--- src/rtl/exc_commit_ctrl_pkg.sv ---
// Shared constants and types for the exception/interrupt commit controller.
package exc_commit_ctrl_pkg;

  // ecode values driven to the CSR file
  localparam int unsigned ECODE_INT  = 32'h00;
  localparam int unsigned ECODE_ADEF = 32'h08;
  localparam int unsigned ECODE_ALE  = 32'h09;
  localparam int unsigned ECODE_SYS  = 32'h0B;
  localparam int unsigned ECODE_BRK  = 32'h0C;
  localparam int unsigned ECODE_INE  = 32'h0D;

  // every exception committed here uses esubcode 0
  localparam int unsigned ESUB_ZERO  = 32'h0;

  // bit positions inside wb_exc
  localparam int unsigned EXC_ALE  = 0;
  localparam int unsigned EXC_BRK  = 1;
  localparam int unsigned EXC_SYS  = 2;
  localparam int unsigned EXC_INE  = 3;
  localparam int unsigned EXC_ADEF = 4;

  // interrupt line layout in ECFG.LIE / ESTAT.IS
  localparam int unsigned NUM_INT       = 13;
  localparam int unsigned INT_BIT_RSVD  = 10;
  localparam int unsigned INT_BIT_TIMER = 11;
  localparam logic [NUM_INT-1:0] INT_MASK = ~(13'(1) << INT_BIT_RSVD);

  // flush counter width, enough for FLUSH_CYCLES up to 15
  localparam int unsigned CNT_W = 4;

  typedef enum logic [1:0] {
    ST_IDLE  = 2'd0,
    ST_FLUSH = 2'd1,
    ST_REDIR = 2'd2
  } state_t;

  // which address is reported into BADV
  typedef enum logic [1:0] {
    VADDR_NONE = 2'd0,
    VADDR_PC   = 2'd1,
    VADDR_DATA = 2'd2
  } vaddr_sel_t;

endpackage

--- src/rtl/exc_commit_ctrl_if.sv ---
// WB/CSR/fetch signal bundle around the commit controller.
// master = the controller, slave = pipeline/CSR/fetch side.
interface exc_commit_ctrl_if #(
  parameter int ECODE_W = 6,
  parameter int ESUB_W  = 9
);
  logic               wb_valid;
  logic [31:0]        wb_pc;
  logic [31:0]        wb_vaddr;
  logic [4:0]         wb_exc;
  logic               wb_ertn;
  logic               csr_crmd_ie;
  logic [12:0]        csr_ecfg_lie;
  logic [12:0]        csr_estat_is;
  logic [31:0]        csr_eentry;
  logic [31:0]        csr_era;
  logic               csr_wb_ex;
  logic [ECODE_W-1:0] csr_wb_ecode;
  logic [ESUB_W-1:0]  csr_wb_esubcode;
  logic [31:0]        csr_wb_pc;
  logic [31:0]        csr_wb_vaddr;
  logic               csr_ertn_flush;
  logic               pipe_flush;
  logic               int_pending;
  logic               redir_valid;
  logic [31:0]        redir_pc;
  logic               redir_ready;

  modport master (
    input  wb_valid, wb_pc, wb_vaddr, wb_exc, wb_ertn,
    input  csr_crmd_ie, csr_ecfg_lie, csr_estat_is, csr_eentry, csr_era,
    input  redir_ready,
    output csr_wb_ex, csr_wb_ecode, csr_wb_esubcode, csr_wb_pc, csr_wb_vaddr,
    output csr_ertn_flush, pipe_flush, int_pending, redir_valid, redir_pc
  );

  modport slave (
    output wb_valid, wb_pc, wb_vaddr, wb_exc, wb_ertn,
    output csr_crmd_ie, csr_ecfg_lie, csr_estat_is, csr_eentry, csr_era,
    output redir_ready,
    input  csr_wb_ex, csr_wb_ecode, csr_wb_esubcode, csr_wb_pc, csr_wb_vaddr,
    input  csr_ertn_flush, pipe_flush, int_pending, redir_valid, redir_pc
  );
endinterface

--- src/rtl/exc_commit_ctrl_prio_enc.sv ---
// exc_prio_enc: fixed-priority encoder from pending interrupt + WB exception
// flags to the ecode/esubcode pair and the BADV source select.
module exc_commit_ctrl_prio_enc
  import exc_commit_ctrl_pkg::*;
#(
  parameter int ECODE_W = 6,
  parameter int ESUB_W  = 9
) (
  input  logic               int_hit,
  input  logic [4:0]         exc,
  output logic [ECODE_W-1:0] ecode,
  output logic [ESUB_W-1:0]  esubcode,
  output vaddr_sel_t         sel_vaddr
);

  // interrupt > adef > ine > sys > brk > ale
  always_comb begin
    ecode     = ECODE_W'(ECODE_INT);
    esubcode  = ESUB_W'(ESUB_ZERO);
    sel_vaddr = VADDR_NONE;
    if (int_hit) begin
      ecode = ECODE_W'(ECODE_INT);
    end else if (exc[EXC_ADEF]) begin
      ecode     = ECODE_W'(ECODE_ADEF);
      sel_vaddr = VADDR_PC;
    end else if (exc[EXC_INE]) begin
      ecode = ECODE_W'(ECODE_INE);
    end else if (exc[EXC_SYS]) begin
      ecode = ECODE_W'(ECODE_SYS);
    end else if (exc[EXC_BRK]) begin
      ecode = ECODE_W'(ECODE_BRK);
    end else if (exc[EXC_ALE]) begin
      ecode     = ECODE_W'(ECODE_ALE);
      sel_vaddr = VADDR_DATA;
    end
  end

endmodule

--- src/rtl/exc_commit_ctrl.sv ---
// Exception/interrupt commit controller at the end of write-back.
// Arbitrates a registered interrupt request against the WB instruction's
// exception flags and ertn, pulses the CSR entry/ertn inputs, holds the
// pipeline flush and then offers a redirect to EENTRY or ERA.
//
//   state    | meaning
//   ---------+-----------------------------------------------------------
//   ST_IDLE  | watch WB, commit exception/ertn with a one-cycle CSR pulse
//   ST_FLUSH | pipe_flush held while the flush counter runs down
//   ST_REDIR | pipe_flush + redir_valid until fetch takes the redirect
module exc_commit_ctrl
  import exc_commit_ctrl_pkg::*;
#(
  parameter int FLUSH_CYCLES = 2,
  parameter int ECODE_W      = 6,
  parameter int ESUB_W       = 9
) (
  input logic                  clk,
  input logic                  reset,
  exc_commit_ctrl_if.master    bus
);

  state_t             state, state_nxt;
  logic [CNT_W-1:0]   flush_cnt;
  logic               int_req;
  logic               int_pending_q;
  logic [31:0]        redir_pc_q;
  logic               take_exc;
  logic               commit;
  logic [ECODE_W-1:0] enc_ecode;
  logic [ESUB_W-1:0]  enc_esub;
  vaddr_sel_t         enc_sel;

  localparam logic [CNT_W-1:0] CNT_LOAD = CNT_W'(FLUSH_CYCLES - 1);

  // reserved line 10 never raises an interrupt
  assign int_req  = bus.csr_crmd_ie & |(bus.csr_ecfg_lie & bus.csr_estat_is & INT_MASK);
  assign take_exc = int_pending_q | (|bus.wb_exc);
  // reset gates commit so a reset cycle can never emit a CSR pulse
  assign commit   = (state == ST_IDLE) & ~reset & bus.wb_valid &
                    (take_exc | bus.wb_ertn);

  exc_commit_ctrl_prio_enc #(
    .ECODE_W (ECODE_W),
    .ESUB_W  (ESUB_W)
  ) u_prio_enc (
    .int_hit   (int_pending_q),
    .exc       (bus.wb_exc),
    .ecode     (enc_ecode),
    .esubcode  (enc_esub),
    .sel_vaddr (enc_sel)
  );

  // state register
  always_ff @(posedge clk) begin
    if (reset) state <= ST_IDLE;
    else       state <= state_nxt;
  end

  // next-state logic
  always_comb begin
    state_nxt = state;
    case (state)
      ST_IDLE:  if (commit)                state_nxt = ST_FLUSH;
      ST_FLUSH: if (flush_cnt == '0)       state_nxt = ST_REDIR;
      ST_REDIR: if (bus.redir_ready)       state_nxt = ST_IDLE;
      default:                             state_nxt = ST_IDLE;
    endcase
  end

  // interrupt sampling, flush counter and latched redirect target
  always_ff @(posedge clk) begin
    if (reset) begin
      int_pending_q <= 1'b0;
      flush_cnt     <= '0;
      redir_pc_q    <= '0;
    end else begin
      int_pending_q <= int_req;
      if (commit) begin
        flush_cnt  <= CNT_LOAD;
        redir_pc_q <= take_exc ? bus.csr_eentry : bus.csr_era;
      end else if (state == ST_FLUSH && flush_cnt != '0) begin
        flush_cnt <= flush_cnt - 1'b1;
      end
    end
  end

  // outputs: CSR pulses only on the IDLE commit cycle
  always_comb begin
    bus.csr_wb_ex       = 1'b0;
    bus.csr_wb_ecode    = '0;
    bus.csr_wb_esubcode = '0;
    bus.csr_wb_pc       = '0;
    bus.csr_wb_vaddr    = '0;
    bus.csr_ertn_flush  = 1'b0;
    bus.pipe_flush      = 1'b0;
    bus.redir_valid     = 1'b0;
    case (state)
      ST_IDLE: begin
        if (commit && take_exc) begin
          bus.csr_wb_ex       = 1'b1;
          bus.csr_wb_ecode    = enc_ecode;
          bus.csr_wb_esubcode = enc_esub;
          bus.csr_wb_pc       = bus.wb_pc;
          case (enc_sel)
            VADDR_PC:   bus.csr_wb_vaddr = bus.wb_pc;
            VADDR_DATA: bus.csr_wb_vaddr = bus.wb_vaddr;
            default:    bus.csr_wb_vaddr = '0;
          endcase
          bus.pipe_flush = 1'b1;
        end else if (commit) begin
          bus.csr_ertn_flush = 1'b1;
          bus.pipe_flush     = 1'b1;
        end
      end
      ST_FLUSH: bus.pipe_flush = 1'b1;
      ST_REDIR: begin
        bus.pipe_flush  = 1'b1;
        bus.redir_valid = 1'b1;
      end
      default: ;
    endcase
  end

  assign bus.int_pending = int_pending_q;
  assign bus.redir_pc    = redir_pc_q;

endmodule
--- src/flat_wrapper.sv ---
// flat-port wrapper written by rule: the top's interface ports become plain ports
module exc_commit_ctrl_flat import exc_commit_ctrl_pkg::*;
#(
  parameter int FLUSH_CYCLES = 2,
  parameter int ECODE_W      = 6,
  parameter int ESUB_W       = 9
)
  (clk, reset, bus_wb_valid, bus_wb_pc, bus_wb_vaddr, bus_wb_exc, bus_wb_ertn, bus_csr_crmd_ie, bus_csr_ecfg_lie, bus_csr_estat_is, bus_csr_eentry, bus_csr_era, bus_redir_ready, bus_csr_wb_ex, bus_csr_wb_ecode, bus_csr_wb_esubcode, bus_csr_wb_pc, bus_csr_wb_vaddr, bus_csr_ertn_flush, bus_pipe_flush, bus_int_pending, bus_redir_valid, bus_redir_pc);
  exc_commit_ctrl_if #(.ECODE_W(ECODE_W), .ESUB_W(ESUB_W)) bus_i ();
  input logic clk;
  input logic reset;
  input wire logic [$bits(bus_i.wb_valid)-1:0] bus_wb_valid;
  input wire logic [$bits(bus_i.wb_pc)-1:0] bus_wb_pc;
  input wire logic [$bits(bus_i.wb_vaddr)-1:0] bus_wb_vaddr;
  input wire logic [$bits(bus_i.wb_exc)-1:0] bus_wb_exc;
  input wire logic [$bits(bus_i.wb_ertn)-1:0] bus_wb_ertn;
  input wire logic [$bits(bus_i.csr_crmd_ie)-1:0] bus_csr_crmd_ie;
  input wire logic [$bits(bus_i.csr_ecfg_lie)-1:0] bus_csr_ecfg_lie;
  input wire logic [$bits(bus_i.csr_estat_is)-1:0] bus_csr_estat_is;
  input wire logic [$bits(bus_i.csr_eentry)-1:0] bus_csr_eentry;
  input wire logic [$bits(bus_i.csr_era)-1:0] bus_csr_era;
  input wire logic [$bits(bus_i.redir_ready)-1:0] bus_redir_ready;
  output wire logic [$bits(bus_i.csr_wb_ex)-1:0] bus_csr_wb_ex;
  output wire logic [$bits(bus_i.csr_wb_ecode)-1:0] bus_csr_wb_ecode;
  output wire logic [$bits(bus_i.csr_wb_esubcode)-1:0] bus_csr_wb_esubcode;
  output wire logic [$bits(bus_i.csr_wb_pc)-1:0] bus_csr_wb_pc;
  output wire logic [$bits(bus_i.csr_wb_vaddr)-1:0] bus_csr_wb_vaddr;
  output wire logic [$bits(bus_i.csr_ertn_flush)-1:0] bus_csr_ertn_flush;
  output wire logic [$bits(bus_i.pipe_flush)-1:0] bus_pipe_flush;
  output wire logic [$bits(bus_i.int_pending)-1:0] bus_int_pending;
  output wire logic [$bits(bus_i.redir_valid)-1:0] bus_redir_valid;
  output wire logic [$bits(bus_i.redir_pc)-1:0] bus_redir_pc;
  assign bus_i.wb_valid = bus_wb_valid;
  assign bus_i.wb_pc = bus_wb_pc;
  assign bus_i.wb_vaddr = bus_wb_vaddr;
  assign bus_i.wb_exc = bus_wb_exc;
  assign bus_i.wb_ertn = bus_wb_ertn;
  assign bus_i.csr_crmd_ie = bus_csr_crmd_ie;
  assign bus_i.csr_ecfg_lie = bus_csr_ecfg_lie;
  assign bus_i.csr_estat_is = bus_csr_estat_is;
  assign bus_i.csr_eentry = bus_csr_eentry;
  assign bus_i.csr_era = bus_csr_era;
  assign bus_i.redir_ready = bus_redir_ready;
  assign bus_csr_wb_ex = bus_i.csr_wb_ex;
  assign bus_csr_wb_ecode = bus_i.csr_wb_ecode;
  assign bus_csr_wb_esubcode = bus_i.csr_wb_esubcode;
  assign bus_csr_wb_pc = bus_i.csr_wb_pc;
  assign bus_csr_wb_vaddr = bus_i.csr_wb_vaddr;
  assign bus_csr_ertn_flush = bus_i.csr_ertn_flush;
  assign bus_pipe_flush = bus_i.pipe_flush;
  assign bus_int_pending = bus_i.int_pending;
  assign bus_redir_valid = bus_i.redir_valid;
  assign bus_redir_pc = bus_i.redir_pc;
  exc_commit_ctrl #(.FLUSH_CYCLES(FLUSH_CYCLES), .ECODE_W(ECODE_W), .ESUB_W(ESUB_W)) u_core (.clk(clk), .reset(reset), .bus(bus_i));
endmodule
--- config.mk ---
export PLATFORM = sky130hd
export DESIGN_NAME = exc_commit_ctrl_flat
export DESIGN_NICKNAME = d
export VERILOG_FILES = /design/src/rtl/exc_commit_ctrl_pkg.sv /design/src/rtl/exc_commit_ctrl_if.sv /design/src/rtl/exc_commit_ctrl_prio_enc.sv /design/src/rtl/exc_commit_ctrl.sv /design/src/flat_wrapper.sv
export SDC_FILE = /design/constraint.sdc
export NUM_CORES = 1
export LEC_CHECK = 0
export ABC_AREA = 0
export CORE_AREA = 2 2 109 111
export DETAILED_ROUTE_END_ITERATION = 16
export DIE_AREA = 0 0 111 113
export HOLD_SLACK_MARGIN = 0.03
export PLACE_DENSITY_LB_ADDON = 0.25
export SYNTH_ARGS = -nofsm -noshare
export SYNTH_HDL_FRONTEND = slang
export SYNTH_SLANG_ARGS = --single-unit
--- constraint.sdc ---
create_clock -name clk -period 5.6 [get_ports clk]
set_input_delay 1.68 -clock clk [delete_from_list [all_inputs] [get_ports clk]]
set_output_delay 1.68 -clock clk [all_outputs]
set_load 0.02 [all_outputs]
==> results of run 1 <==
flip-flops by register name, summed over array words and instances, names as in the netlist:
name	cells
u_core.flush_cnt	4
u_core.bus.int_pending	1
u_core.bus.redir_pc	32
u_core.state	2
final cells by class:
cell class | instances | area share, %
Clock buffer | 5 | 2.09
Multi-Input combinational cell | 297 | 31.5
Clock inverter | 3 | 1.19
Inverter | 9 | 0.564
Tap cell | 143 | 2.99
Sequential cell | 39 | 13.0
Timing Repair Buffer | 285 | 48.7
through the flow:
stage | TNS, ns | hold WS [ns] | worst slack (ns)
after floorplan | 0 | 0.481 | 0.528
after global placement | 0 | 0.487 | 0.0441
after detailed placement | -0.000242 | 0.490 | -0.000242
after CTS | 0 | 0.499 | 0.000694
after global routing | 0 | 0.531 | 0.0580
final | 0 | 0.495 | 0.138
worst paths after layout:
| check | start | endpoint | cells past startpoint |
|---|---|---|---|
| min | u_core.bus.redir_pc[14] | u_core.bus.redir_pc[14] | 2 |
| max reg2reg | u_core.state[0] | u_core.bus.redir_pc[18] | 7 |
| min reg2reg | u_core.bus.redir_pc[14] | u_core.bus.redir_pc[14] | 2 |
| max | bus_wb_exc[1] | bus_csr_ertn_flush | 6 |
kinds of logic (layout without fill, tap and decap cells):
logic type	after synthesis	in the layout	share of synthesized area, %
AND/OR/NAND/NOR	159	159	31.5
AO/OA/AOI/OAI	114	114	26.7
buffers and inverters	57	302	9.57
flip-flops	39	39	27.0
adder cells (fa/ha/maj)	8	8	3.46
XOR/XNOR	3	3	0.910
multiplexers	2	2	0.693
other	1	11	0.130
layer usage:
layer | share of wire, % | vias to the layer above | GRT usage (%)
met5 | 0 | - | 0
met4 | 1.7 | 0 | 4.08
met3 | 7.2 | 20 | 4.87
met2 | 51 | 141 | 34.6
met1 | 40 | 1732 | 22.8
li1 | - | 1874 | -
worst max-delay path, delay by kind of cell:
kind | cells | cell delay [ns]
buffers and inverters | 3 | 1.24
AND/OR/NAND/NOR | 3 | 0.86
placed cells by master, fill, tap and decap left out, types with 2 or more instances in the layout:
cell type,count
nor3_1,5
xnor2_1,2
dfxtp_1,39
ha_1,8
a21oi_1,4
clkbuf_16,5
clkdlybuf4s50_1,234
conb_1,11
nor2_1,71
dlygate4sd2_1,2
and2_1,32
buf_4,15
buf_12,3
inv_1,9
a22oi_1,32
a22o_1,3
dlymetal6s2s_1,30
o21ai_0,4
o21ai_1,29
nand2b_1,8
a221oi_1,4
or3_1,2
mux2i_1,2
and3_1,2
bufinv_16,2
a211oi_1,33
nand4b_1,32
synthesized netlist by cell type:
| library cell | n |
|---|---|
| ha_1 | 8 |
| a21oi_1 | 5 |
| and2_1 | 32 |
| or4_4 | 1 |
| nand4b_1 | 32 |
| a22o_1 | 3 |
| a211oi_1 | 33 |
| xnor2_1 | 2 |
| dfxtp_1 | 39 |
| mux2i_1 | 2 |
| or3_1 | 2 |
| o21ai_0 | 4 |
| and3b_1 | 1 |
| a2111oi_1 | 1 |
| nor4_2 | 1 |
| a31oi_1 | 1 |
| a221oi_1 | 4 |
| o21ai_1 | 29 |
| nor2_1 | 72 |
| buf_4 | 14 |
| clkbuf_1 | 26 |
| o211ai_1 | 1 |
| and3_1 | 2 |
| buf_2 | 8 |
| inv_1 | 9 |
| a22oi_1 | 32 |
| nand2b_1 | 8 |
| conb_1 | 1 |
| nor3_4 | 1 |
| nor3_1 | 5 |
| o21a_1 | 1 |
| nand2_1 | 1 |
| xor2_1 | 1 |
| nand3b_1 | 1 |
power by group:
part | internal [µW] | switching [µW] | total [µW] | leakage (µW)
Sequential | 325 | 29.0 | 354 | 0.000320
Combinational | 335 | 316 | 651 | 0.00223
Clock | 258 | 117 | 376 | 0.0000959
Total | 918 | 462 | 1380 | 0.00265
repair_timing:
item                       4_1_cts  5_1_grt
setup endpoints to repair        2       30
gates resized for setup          2       30
pin swaps                        0        0
gates cloned                     0        0
==> summary.txt, run 1 <==
Final layout
  – Storage cell area: 781 µm²
  – Util after Layout: 53.1%
  – Multi-input logic area: 0.00188 mm²
  – Layout Nets: 810
  – Fill count: roughly 1100
  – Final instance area: about 0.0060 mm²
  – Area Overhead vs Synth: 107%
  – Layout cells sized above 1: 5.02%
  – Non-filler instance count after layout: 781
  – Antenna Cells: 0

Setup path
  – Arr. time, crit path: 3.78 ns
  – Top cell by count, worst path: clkdlybuf4s50_1
  – Crit path required time: 3.92 ns
  – Crit-path max FO: 4
  – Max incr delay on CP: 0.64 ns
  – Critical path, cell by cell: clkdlybuf4s50_1 -> buf_4 -> or4_4 -> nor3_4 -> and3_1 -> clkdlybuf4s50_1
  – R2R Setup Slk: between 3 and 4 ns
  – Setup Crit Path Kind: input pin to output port
  – Setup crit start kind: input pin
  – Slowest stage cell on the critical path: clkdlybuf4s50_1
  – Crit. End Element: output port

Global route
  – Pin count of the biggest net entering global routing: 42
  – Grt total ovfl: 0
  – Antenna violations before repair: 0
  – First-pass GRT wire length: between 15 and 20 mm
  – Vias in the first global route: 3762
  – GRT Overall Usage: 19.1%

Synthesis
  – Synth warn: 0
  – Mean area per synthesized cell: 7.54 µm²
  – Share of the synthesized area in the top cell type: 27.0%
  – Synth area leader: dfxtp_1
  – Synth top area cells: dfxtp_1 (27%), nand4b_1 (9.7%), nor2_1 (9.4%)
  – Synth Cell Area: 0.00289 mm²
  – Part of the Yosys area used for sequential elements: 27.0%
  – Post-Synthesis Cells: about 380
  – Netlist cell types: 34
  – Yosys reg bits: 39

Routing
  – Routed vias: 3767
  – Avg WL per Cell: 16.1 µm
  – Drt first pass iters: 4
  – Drt total wl: 12.6 mm
  – Post-DRT Antenna Nets: 0
  – DR DRC count: 0
  – 1st-iter DRT viols: between 100 and 150
  – Vias per cell: roughly 4.8

Power
  – Total power: 1380 µW
  – PD cells: 231 mW/mm²
  – VDD IR max: 0.145 mV
  – Pleak: 0.00265 µW

Clock network
  – Htree depth: 2
  – Clk sinks: 39
  – CTS root buf: clkbuf_16
  – Post-CTS Setup Repair Bufs: 0
  – Clk slew on worst S/H paths: 0.06 ns
  – TritonCTS clock tree: yes
  – Total CTS buffers: 5
  – Clock Path Buffers: 2
  – Hold buffers post-CTS: 0
  – Worst-Skew Late Latency: 0.28 ns

Floorplan
  – Chip Width: 111 µm
  – Initial Utilization: 25.6%
  – Die Area: between 0.01 and 0.015 mm²
  – Die Ht: 113 µm
  – Floorplan Core Area: 0.0113 mm²
  – # IOs: 281
  – # rows: 39

STA
  – Final worst path period share: a little under 100%
  – Clock Skew: 0.00317 ns
  – Fmax: 183 MHz
  – Final min period: around 5.5 ns
  – Max-slew violation count: 0
  – Final setup fails: 0
  – RSZ-0062 raised after global routing: no
  – Hold Vio Cnt, Final: 0

Job
  – # Max-Cap Violations: 0

Status
  – Run status: complete, no violations

Placed design
  – Port buffer count: 267
  – DP HPWL: 10.0 mm
  – Placed insts: 773
  – GP Congestion: 0.886
  – Placed cell areas: about 0.0057 mm²

Min path
  – Hold Crit Class: flop to flop
No activity file was read; power rests on OpenSTA's default activity.
==> inputs of run 2 (changes only) <==
--- a/config.mk
+++ b/config.mk
@@ -6,6 +6,7 @@
 export NUM_CORES = 1
 export LEC_CHECK = 0
 export ABC_AREA = 0
+export CAP_MARGIN = 5
 export CORE_AREA = 2 2 109 111
 export DETAILED_ROUTE_END_ITERATION = 16
 export DIE_AREA = 0 0 111 113
==> results of run 2 <==
The final DEF is identical to that of run 1; final timing and power are the same.
